==> src/rtl/line_rx.sv <==
`default_nettype none
// ============================================================================
//  Module      : line_rx
//  Description : 8N1 serial line receiver. Deserialises bytes from rx with
//                mid-bit sampling and collects them into a DEPTH-byte line
//                buffer until LF. The completed line is held for the host
//                behind a registered read port until line_ack.
//                Optional build macro LINE_RX_CR_STRIP_EN: drop 0x0D bytes
//                while filling a line.
//  Revision    : 1.0 - initial release
// ============================================================================
module line_rx #(
    parameter int CLK_DIV = 104,
    parameter int DEPTH   = 32
) (
    input  logic       clk,
    input  logic       rst,
    input  logic       rx,
    input  logic [4:0] rd_addr,
    output logic [7:0] rd_data,
    output logic       line_valid,
    output logic [5:0] line_len,
    input  logic       line_ack,
    output logic       overflow,
    output logic       frame_err
);

    localparam int              c_CW       = (CLK_DIV > 1) ? $clog2(CLK_DIV) : 1;
    localparam logic [c_CW-1:0] c_BIT_FULL = c_CW'(CLK_DIV - 1);
    localparam logic [c_CW-1:0] c_BIT_HALF = c_CW'(CLK_DIV / 2 - 1);
    localparam logic [c_CW-1:0] c_ONE      = c_CW'(1);
    localparam logic [5:0]      c_DEPTH    = 6'(DEPTH);
    localparam logic [7:0]      c_LF       = 8'h0A;

    typedef enum logic [2:0] {
        RX_IDLE  = 3'd0,
        RX_START = 3'd1,
        RX_DATA  = 3'd2,
        RX_STOP  = 3'd3,
        RX_BREAK = 3'd4
    } rx_state_t;

    typedef enum logic [0:0] {
        L_FILL = 1'b0,
        L_HOLD = 1'b1
    } line_state_t;

    // ------------------------------------------------------------------
    // Signals
    // ------------------------------------------------------------------
    logic [1:0]      r_sync;
    logic            w_rxs;

    rx_state_t       r_rx_state, w_rx_next;
    logic [c_CW-1:0] r_cnt, w_cnt_next;
    logic [2:0]      r_bit_idx, w_idx_next;
    logic [7:0]      r_shift, w_shift_next;
    logic            w_byte_ok, r_byte_ok;
    logic            w_frame_err, r_frame_err;
    logic            w_cnt_zero;

    line_state_t     r_line_state, w_line_next;
    logic [5:0]      r_ptr, w_ptr_next;
    logic [5:0]      r_line_len, w_len_next;
    logic            r_line_valid, w_valid_next;
    logic            r_overflow, w_ovf_next;
    logic            w_wr_en;
    logic            w_is_cr;

    logic [7:0]      r_buf [DEPTH];
    logic [7:0]      r_rd_data;

`ifdef LINE_RX_CR_STRIP_EN
    localparam logic [7:0] c_CR = 8'h0D;
    assign w_is_cr = (r_shift == c_CR);
`else
    assign w_is_cr = 1'b0;
`endif

    // Two-flop synchroniser; idle-high so reset value is 1
    always_ff @(posedge clk or posedge rst) begin
        if (rst) r_sync <= 2'b11;
        else     r_sync <= {r_sync[0], rx};
    end

    assign w_rxs      = r_sync[1];
    assign w_cnt_zero = (r_cnt == '0);

    // Bit FSM state and datapath registers
    always_ff @(posedge clk or posedge rst) begin
        if (rst) begin
            r_rx_state  <= RX_IDLE;
            r_cnt       <= '0;
            r_bit_idx   <= 3'd0;
            r_shift     <= 8'h00;
            r_byte_ok   <= 1'b0;
            r_frame_err <= 1'b0;
        end else begin
            r_rx_state  <= w_rx_next;
            r_cnt       <= w_cnt_next;
            r_bit_idx   <= w_idx_next;
            r_shift     <= w_shift_next;
            r_byte_ok   <= w_byte_ok;
            r_frame_err <= w_frame_err;
        end
    end

    // Bit FSM next state: half-bit to centre of start, then full bits
    always_comb begin
        w_rx_next    = r_rx_state;
        w_cnt_next   = r_cnt;
        w_idx_next   = r_bit_idx;
        w_shift_next = r_shift;
        w_byte_ok    = 1'b0;
        w_frame_err  = 1'b0;
        case (r_rx_state)
            RX_IDLE: begin
                if (!w_rxs) begin
                    w_cnt_next = c_BIT_HALF;
                    w_rx_next  = RX_START;
                end
            end
            RX_START: begin
                if (w_cnt_zero) begin
                    if (w_rxs) begin
                        w_rx_next = RX_IDLE;
                    end else begin
                        w_cnt_next = c_BIT_FULL;
                        w_idx_next = 3'd0;
                        w_rx_next  = RX_DATA;
                    end
                end else begin
                    w_cnt_next = r_cnt - c_ONE;
                end
            end
            RX_DATA: begin
                if (w_cnt_zero) begin
                    w_shift_next = {w_rxs, r_shift[7:1]};
                    w_cnt_next   = c_BIT_FULL;
                    if (r_bit_idx == 3'd7) w_rx_next = RX_STOP;
                    else                   w_idx_next = r_bit_idx + 3'd1;
                end else begin
                    w_cnt_next = r_cnt - c_ONE;
                end
            end
            RX_STOP: begin
                if (w_cnt_zero) begin
                    if (w_rxs) begin
                        w_byte_ok = 1'b1;
                        w_rx_next = RX_IDLE;
                    end else begin
                        w_frame_err = 1'b1;
                        w_rx_next   = RX_BREAK;
                    end
                end else begin
                    w_cnt_next = r_cnt - c_ONE;
                end
            end
            RX_BREAK: begin
                if (w_rxs) w_rx_next = RX_IDLE;
            end
            default: w_rx_next = RX_IDLE;
        endcase
    end

    // Line FSM state and status registers
    always_ff @(posedge clk or posedge rst) begin
        if (rst) begin
            r_line_state <= L_FILL;
            r_ptr        <= 6'd0;
            r_line_len   <= 6'd0;
            r_line_valid <= 1'b0;
            r_overflow   <= 1'b0;
        end else begin
            r_line_state <= w_line_next;
            r_ptr        <= w_ptr_next;
            r_line_len   <= w_len_next;
            r_line_valid <= w_valid_next;
            r_overflow   <= w_ovf_next;
        end
    end

    // Line FSM next state: fill until LF, hold until ack; pointer saturates
    always_comb begin
        w_line_next  = r_line_state;
        w_ptr_next   = r_ptr;
        w_len_next   = r_line_len;
        w_valid_next = r_line_valid;
        w_ovf_next   = r_overflow;
        w_wr_en      = 1'b0;
        case (r_line_state)
            L_FILL: begin
                if (r_byte_ok) begin
                    if (r_shift == c_LF) begin
                        w_len_next   = r_ptr;
                        w_valid_next = 1'b1;
                        w_line_next  = L_HOLD;
                    end else if (w_is_cr) begin
                        w_ptr_next = r_ptr;
                    end else if (r_ptr < c_DEPTH) begin
                        w_wr_en    = 1'b1;
                        w_ptr_next = r_ptr + 6'd1;
                    end else begin
                        w_ovf_next = 1'b1;
                    end
                end
            end
            L_HOLD: begin
                if (line_ack) begin
                    // A byte landing with the ack is lost and flags the new line
                    w_valid_next = 1'b0;
                    w_ovf_next   = r_byte_ok;
                    w_ptr_next   = 6'd0;
                    w_line_next  = L_FILL;
                end else if (r_byte_ok) begin
                    w_ovf_next = 1'b1;
                end
            end
            default: w_line_next = L_FILL;
        endcase
    end

    // Line buffer storage; contents are only meaningful below the pointer
    always_ff @(posedge clk) begin
        if (w_wr_en) r_buf[r_ptr[4:0]] <= r_shift;
    end

    // Registered read port
    always_ff @(posedge clk or posedge rst) begin
        if (rst) r_rd_data <= 8'h00;
        else     r_rd_data <= r_buf[rd_addr];
    end

    assign rd_data    = r_rd_data;
    assign line_valid = r_line_valid;
    assign line_len   = r_line_len;
    assign overflow   = r_overflow;
    assign frame_err  = r_frame_err;

endmodule
`default_nettype wire

==> config.mk <==
export PLATFORM = sky130hd
export DESIGN_NAME = line_rx
export DESIGN_NICKNAME = d
export VERILOG_FILES = /design/src/rtl/line_rx.sv
export SDC_FILE = /design/constraint.sdc
export NUM_CORES = 1
export LEC_CHECK = 0
export CAP_MARGIN = 5
export CORE_MARGIN = 2
export CORE_UTILIZATION = 50
export CTS_BUF_LIST = sky130_fd_sc_hd__clkbuf_8 sky130_fd_sc_hd__clkbuf_16
export DETAILED_ROUTE_END_ITERATION = 8
export HOLD_SLACK_MARGIN = 0.1
export PLACE_DENSITY = 0.62
export SYNTH_ARGS = -nofsm -noshare
export SYNTH_HDL_FRONTEND = slang
export SYNTH_SLANG_ARGS = --single-unit
==> constraint.sdc <==
create_clock -name clk -period 5.3 [get_ports clk]
set_input_delay 0.53 -clock clk [delete_from_list [all_inputs] [get_ports clk]]
set_output_delay 0.53 -clock clk [all_outputs]
set_load 0.01 [all_outputs]
==> flow_summary.yaml, run 1 <==
cells_and_area:
  num-fill-cells: 1780
  nNetsFinal: 673
  area_growth_pct: 14.1
  drive_gt1_share_pct: 22.9
  antenna-diode-count: 0
  multi_input_area_mm2: 0.00282
  regArea_mm2: 0.00889
routing:
  first_pass_iters: 5
  num_vias: 5960
  drt-initial-drc-count: 625
  wl_met1_um: 10900
  via_per_inst: 5.96
  wl_met2_um: 11300
  drc: 0
  wl_met3_um: 1460
  wl_um: 24300
  wire_per_inst_um: 24.3
  ant_nets: 0
  routed.top_layer: "met4"
synthesis:
  synth_compound_area_share_pct: 3.88
  synth_cell_type_count: 51
  synth_xor_area_share_pct: 0.147
  syn-num-nets: 634
  synthTopCellsByCount: "edfxtp_1 (256), mux4_2 (64), nor2_1 (50), dfrtp_1 (46), o22ai_1 (32)"
  synth.largest_area_cell: "edfxtp_1"
  avgSynthCellArea_um2: 19.2
  synth_mux_area_share_pct: 13.9
  netlist_area_mm2: 0.0119
  ys_async_sr_fraction_pct: 15.8
  synthSimpleGateAreaFrac_pct: 5.10
  ys_ff_latch: 304
  synth_warnings: 0
  synth_ff_type: "edfxtp_1"
  synth_edf_count: 256
  synth_most_common_cell: "edfxtp_1"
  ys_seq_area_share_pct: 74.8
  yosys.area_share.adder_pct: 0.737
  yosysTopAreaCellShare_pct: 64.7
  synth_top_family_by_area: "multiplexers"
  yosys-top-cells-area: "edfxtp_1 (65%), mux4_2 (12%), dfrtp_1 (9.7%)"
  synthCells: 618
worst_setup_path:
  arrival_ps: 3370
  path_max_fanout: 35
  worstReg2RegEnd: "r_buf[12][7]$_DFFE_PP_"
  rr_startpoint: "r_shift[4]$_DFFE_PP0P_"
  critPathKind: "register to register"
  crit_end: "r_buf[12][7]$_DFFE_PP_"
  critPathLaunch: "r_shift[4]$_DFFE_PP0P_"
  r2r_cells: 4
  worst-endpoint-required_ps: 5470
  endpoint_kind: "register"
  startpoint_type: "register"
  r2r_slack_ps: 2100
clock_network:
  cts_hold_buf: 0
  clk_pin_slew_ps: 60
  cts_root_buf: "clkbuf_16"
  clock_latency_ps: 550
  cts-resized-gates: 0
  cts_tree: "yes"
  postCtsSetupRepairBufs: 0
  cts.path.max_buffers: 3
  htreeDepth: 1
  cts_buffers: 30
  cts.sink_count: 304
grt:
  antenna_found_initial: 0
  grt_max_degree: 49
  grt_pass1_vias: 6068
  grt_usage_pct: 20.4
  overflow: 0
  grt_pass1_wl_um: 37200
floorplanning:
  floorplan.die.width_um: 158
  initial_core_util_pct: 50.8
  pin_count: 26
  dieArea_mm2: 0.0250
  die_h_um: 158
  core_area_mm2: 0.0234
  row_count: 56
power:
  powerDensity_mw_per_mm2: 364
  fin_total_pwr_w: 0.00493
  p_leak_nw: 3.85
  max-vdd-ir-drop_mv: 0.255
sta:
  hold_viol_final: 0
  period_share_pct: 60.3
  fin_skew_ps: 11.1
  whs_ps: 358
  fmax_mhz: 313
  slew_viol_final: 0
  setup_tns_ps: 0
  fin_crit_ps: 3200
  slew_headroom_pct: 16.8
  setup_viol: 0
  rsz0062_at_grt: "false"
  tightest_slew_ps: 1250
placement:
  place.gp.congestion: 0.826
  port_buffers: 25
  post-dp-hpwl_um: 15000
status:
  outcome: "finished, final reports clean"
hold_path:
  holdCritPathClass: "register to register"
flow_run:
  cap_violations: 0
[cell type report]
| cell class | count | share of cell area (%) |
|---|---|---|
| clock buffers | 33 | 5.93 |
| well taps | 319 | 2.95 |
| clock inverters | 23 | 2.07 |
| multi-input cells | 276 | 20.8 |
| inverters | 11 | 0.305 |
| flip-flops and latches | 304 | 65.6 |
| repair buffers | 34 | 2.29 |
[cell families (layout without fill, tap and decap cells)]
family	Yosys count	count (layout)
AO/OA/AOI/OAI	71	71
XOR/XNOR	2	2
adder cells (fa/ha/maj)	7	7
buffers and inverters	38	101
flip-flops	304	304
multiplexers	83	83
AND/OR/NAND/NOR	113	113
[per-stage QoR]
step           cells  instance area (µm²)  setup slack (ps)  util [%]
6_report        1000                13500              2100      57.9
5_1_grt         1000                13500              1940      57.9
4_1_cts         1000                13500              2110      57.9
3_5_place_dp     944                12500              2110      53.3
3_3_place_gp     944                12500              2250      53.3
2_1_floorplan    618                11900              3160         -
[cells in the final DEF (no fill, tap or decap), types with 4 or more instances in the layout]
master / n
nand2_1: 17
nor3_1: 4
clkdlybuf4s50_1: 23
a21oi_1: 9
and3_1: 4
clkinv_2: 5
edfxtp_1: 256
nand3b_1: 5
dfrtp_1: 46
buf_4: 10
ha_1: 7
clkbuf_16: 31
or3_1: 4
nor4_1: 8
o21ai_0: 10
o22ai_1: 32
bufinv_16: 6
mux4_2: 64
inv_1: 15
mux2_2: 17
nor2_1: 50
[where the power goes]
part	internal (W)	switching [W]
registers	0.00256	0.0000107
clock network	0.00139	0.000888
logic	0.0000327	0.0000513
total	0.00398	0.000950
[layer usage]
| layer | track usage [%] | vias to the layer above |
|---|---|---|
| met5 | 0 | - |
| met1 | 30.9 | 3098 |
| met2 | 31.3 | 225 |
| li1 | - | 2599 |
| met3 | 3.37 | 38 |
| met4 | 5.58 | 0 |
[critical path, cell delays in order (launching register included)]
cell and delay [ps]:
dfrtp_1 1170, or4_4 320, o21a_1 270, nand2_1 370, nor2_1 680
[sequential cells by signal, indices dropped and copies added (netlist names)]
signal	cells
r_line_state	1
r_sync	2
r_bit_idx	3
r_ptr	6
overflow	1
line_len	6
r_rx_state	3
frame_err	1
rd_data	8
line_valid	1
r_buf	256
r_shift	8
r_byte_ok	1
r_cnt	7
[worst min path at each step]
stage / from / end / slack, ps / cells after the start
2_1_floorplan: r_sync[0]$_DFF_PP1_ / r_sync[1]$_DFF_PP1_ / 350 / 0
3_5_place_dp: r_sync[0]$_DFF_PP1_ / r_sync[1]$_DFF_PP1_ / 350 / 0
4_1_cts: r_sync[0]$_DFF_PP1_ / r_sync[1]$_DFF_PP1_ / 360 / 0
3_3_place_gp: r_sync[0]$_DFF_PP1_ / r_sync[1]$_DFF_PP1_ / 350 / 0
5_1_grt: r_sync[0]$_DFF_PP1_ / r_sync[1]$_DFF_PP1_ / 360 / 0
6_report: r_sync[0]$_DFF_PP1_ / r_sync[1]$_DFF_PP1_ / 360 / 0
Power figures use the tool's default switching activity.
==> run 2, diff against run 1 <==
- PLACE_DENSITY: 0.62 -> 0.65
- clock period: 5.3 -> 2.7 ns (I/O delays scaled with it)
==> flow_summary.yaml, run 2 (same netlist as run 1, synthesis figures left out) <==
sta:
  fin_skew_ps: 12.6
  fmax_mhz: 397
  setup_viol: 0
  fin_crit_ps: 2520
  setup_slack_ps: 182
  hold_viol_final: 0
  slew_headroom_pct: 43.6
  tightest_slew_ps: 843
  period_share_pct: 93.3
  rsz0062_at_grt: "true"
  setup_tns_ps: 0
  whs_ps: 128
  slew_viol_final: 0
clock_network:
  cts_root_buf: "clkbuf_16"
  postCtsSetupRepairBufs: 0
  clock_latency_ps: 550
  cts_tree: "yes"
  cts.path.max_buffers: 3
  cts.sink_count: 304
  clk_pin_slew_ps: 60
  htreeDepth: 1
  cts_buffers: 30
floorplanning:
  die_h_um: 158
  dieArea_mm2: 0.0250
  initial_core_util_pct: 50.8
  core_area_mm2: 0.0234
  row_count: 56
  floorplan.die.width_um: 158
  pin_count: 26
placement:
  pre_cts_ws_ps: 160
  port_buffers: 25
  place.gp.congestion: 0.893
  numPlacedInstances: 949
  post-dp-hpwl_um: 15600
grt:
  grt_pass1_wl_um: 37900
  grt_pass1_vias: 6212
  grt_max_degree: 36
  overflow: 0
  antenna_found_initial: 0
  grt_usage_pct: 20.8
cells_and_area:
  nNetsFinal: 679
  multi_input_area_mm2: 0.00284
  final_cell_mix: "edfxtp_1 (256), mux4_2 (64), dfrtp_1 (46), nor2_1 (44), o22ai_1 (32)"
  layout.cells.most_common: "edfxtp_1"
  num-fill-cells: 1752
  fin_cells: 1006
  antenna-diode-count: 0
  regArea_mm2: 0.00889
  drive_gt1_share_pct: 24.3
  area_growth_pct: 15.1
  final_core_util_pct: 58.4
  largest_reg_flops: 256
worst_setup_path:
  startpoint_type: "register"
  critPathKind: "register to register"
  worst-endpoint-required_ps: 2880
  endpoint_kind: "register"
  arrival_ps: 2700
  path_max_fanout: 8
routing:
  num_vias: 6032
  wire_per_inst_um: 24.8
  ant_nets: 0
  drt-initial-drc-count: 570
  via_per_inst: 6.00
  drc: 0
  wl_um: 25000
  first_pass_iters: 5
status:
  outcome: "finished, final reports clean"
power:
  max-vdd-ir-drop_mv: 0.493
  powerDensity_mw_per_mm2: 716
  p_leak_nw: 3.89
hold_path:
  holdCritPathClass: "primary input to register"
flow_run:
  cap_violations: 0
==> run 2: cell count changes in the layout (fill, tap and decap cells not counted) <==
cell / delta
bufinv_16: +2
clkinv_1: +2
inv_1: -2
clkbuf_8: -2
nor2_2: +6
inv_8: -1
clkinvlp_2: +1
nor2_1: -6
clkinvlp_4: +1
dlygate4sd3_1: +1
buf_12: +3
clkinv_4: -1
buf_4: +2
==> run 2: routing by layer <==
metal  share of wire (%)  up-vias  routed length [µm]  global-route usage (%)
li1                    -     2597                   -                       -
met1                  41     3121               10300                    29.4
met2                  48      267               12100                    33.9
met3                 7.9       47                1980                    3.50
met4                 2.4        0                 596                    5.75
met5                   0        -                   0                       0
==> run 2: area by class of cell <==
cell class | count | share of cell area, %
Timing Repair Buffer | 40 | 2.89
Clock inverter | 25 | 2.43
Clock buffer | 31 | 5.67
Sequential cell | 304 | 65.0
Tap cell | 319 | 2.92
Inverter | 11 | 0.302
Multi-Input combinational cell | 276 | 20.8
==> run 2: worst paths after layout <==
check / cells past startpoint / to / slack [ps] / from
setup / recovery: 4 / r_buf[26][6]$_DFFE_PP_ / 180 / r_line_state$_DFF_PP0_
hold / removal: 1 / r_sync[0]$_DFF_PP1_ / 130 / rx
setup reg to reg: 4 / r_buf[26][6]$_DFFE_PP_ / 180 / r_line_state$_DFF_PP0_
hold reg to reg: 0 / r_sync[1]$_DFF_PP1_ / 360 / r_sync[0]$_DFF_PP1_
max in group asynchronous: 4 / r_ptr[2]$_DFFE_PP0P_ / 1580 / rst
min in group asynchronous: 3 / frame_err$_DFF_PP0_ / 590 / rst
==> run 2: worst max-delay path, stage by stage, from the launching register on <==
cell     delay, ps
dfrtp_1        410
nor3b_1        360
o21a_1         330
nand2_1        400
nor2_1         660
==> run 2: power by group <==
group | internal (W) | leakage [nW] | switching [W]
registers | 0.00503 | 2.36 | 0.0000182
clock network | 0.00285 | 0.544 | 0.00171
logic | 0.0000738 | 0.983 | 0.000107
==> run 2: metrics by stage <==
| step | area (µm²) | power, W |
|---|---|---|
| 6_report | 13700 | 0.00979 |
| 5_1_grt | 13700 | 0.0101 |
| 4_1_cts | 13700 | 0.00985 |
| 3_5_place_dp | 12500 | 0.00533 |
| 3_3_place_gp | 12500 | 0.00532 |
| 2_1_floorplan | 11900 | 0.00527 |
==> run 2: timing repair <==
item / CTS / global route
hold endpoints to repair: 14 / 0
resized for setup: 0 / 6
hold buffers: 1 / 0
setup endpoints to repair: 0 / 104
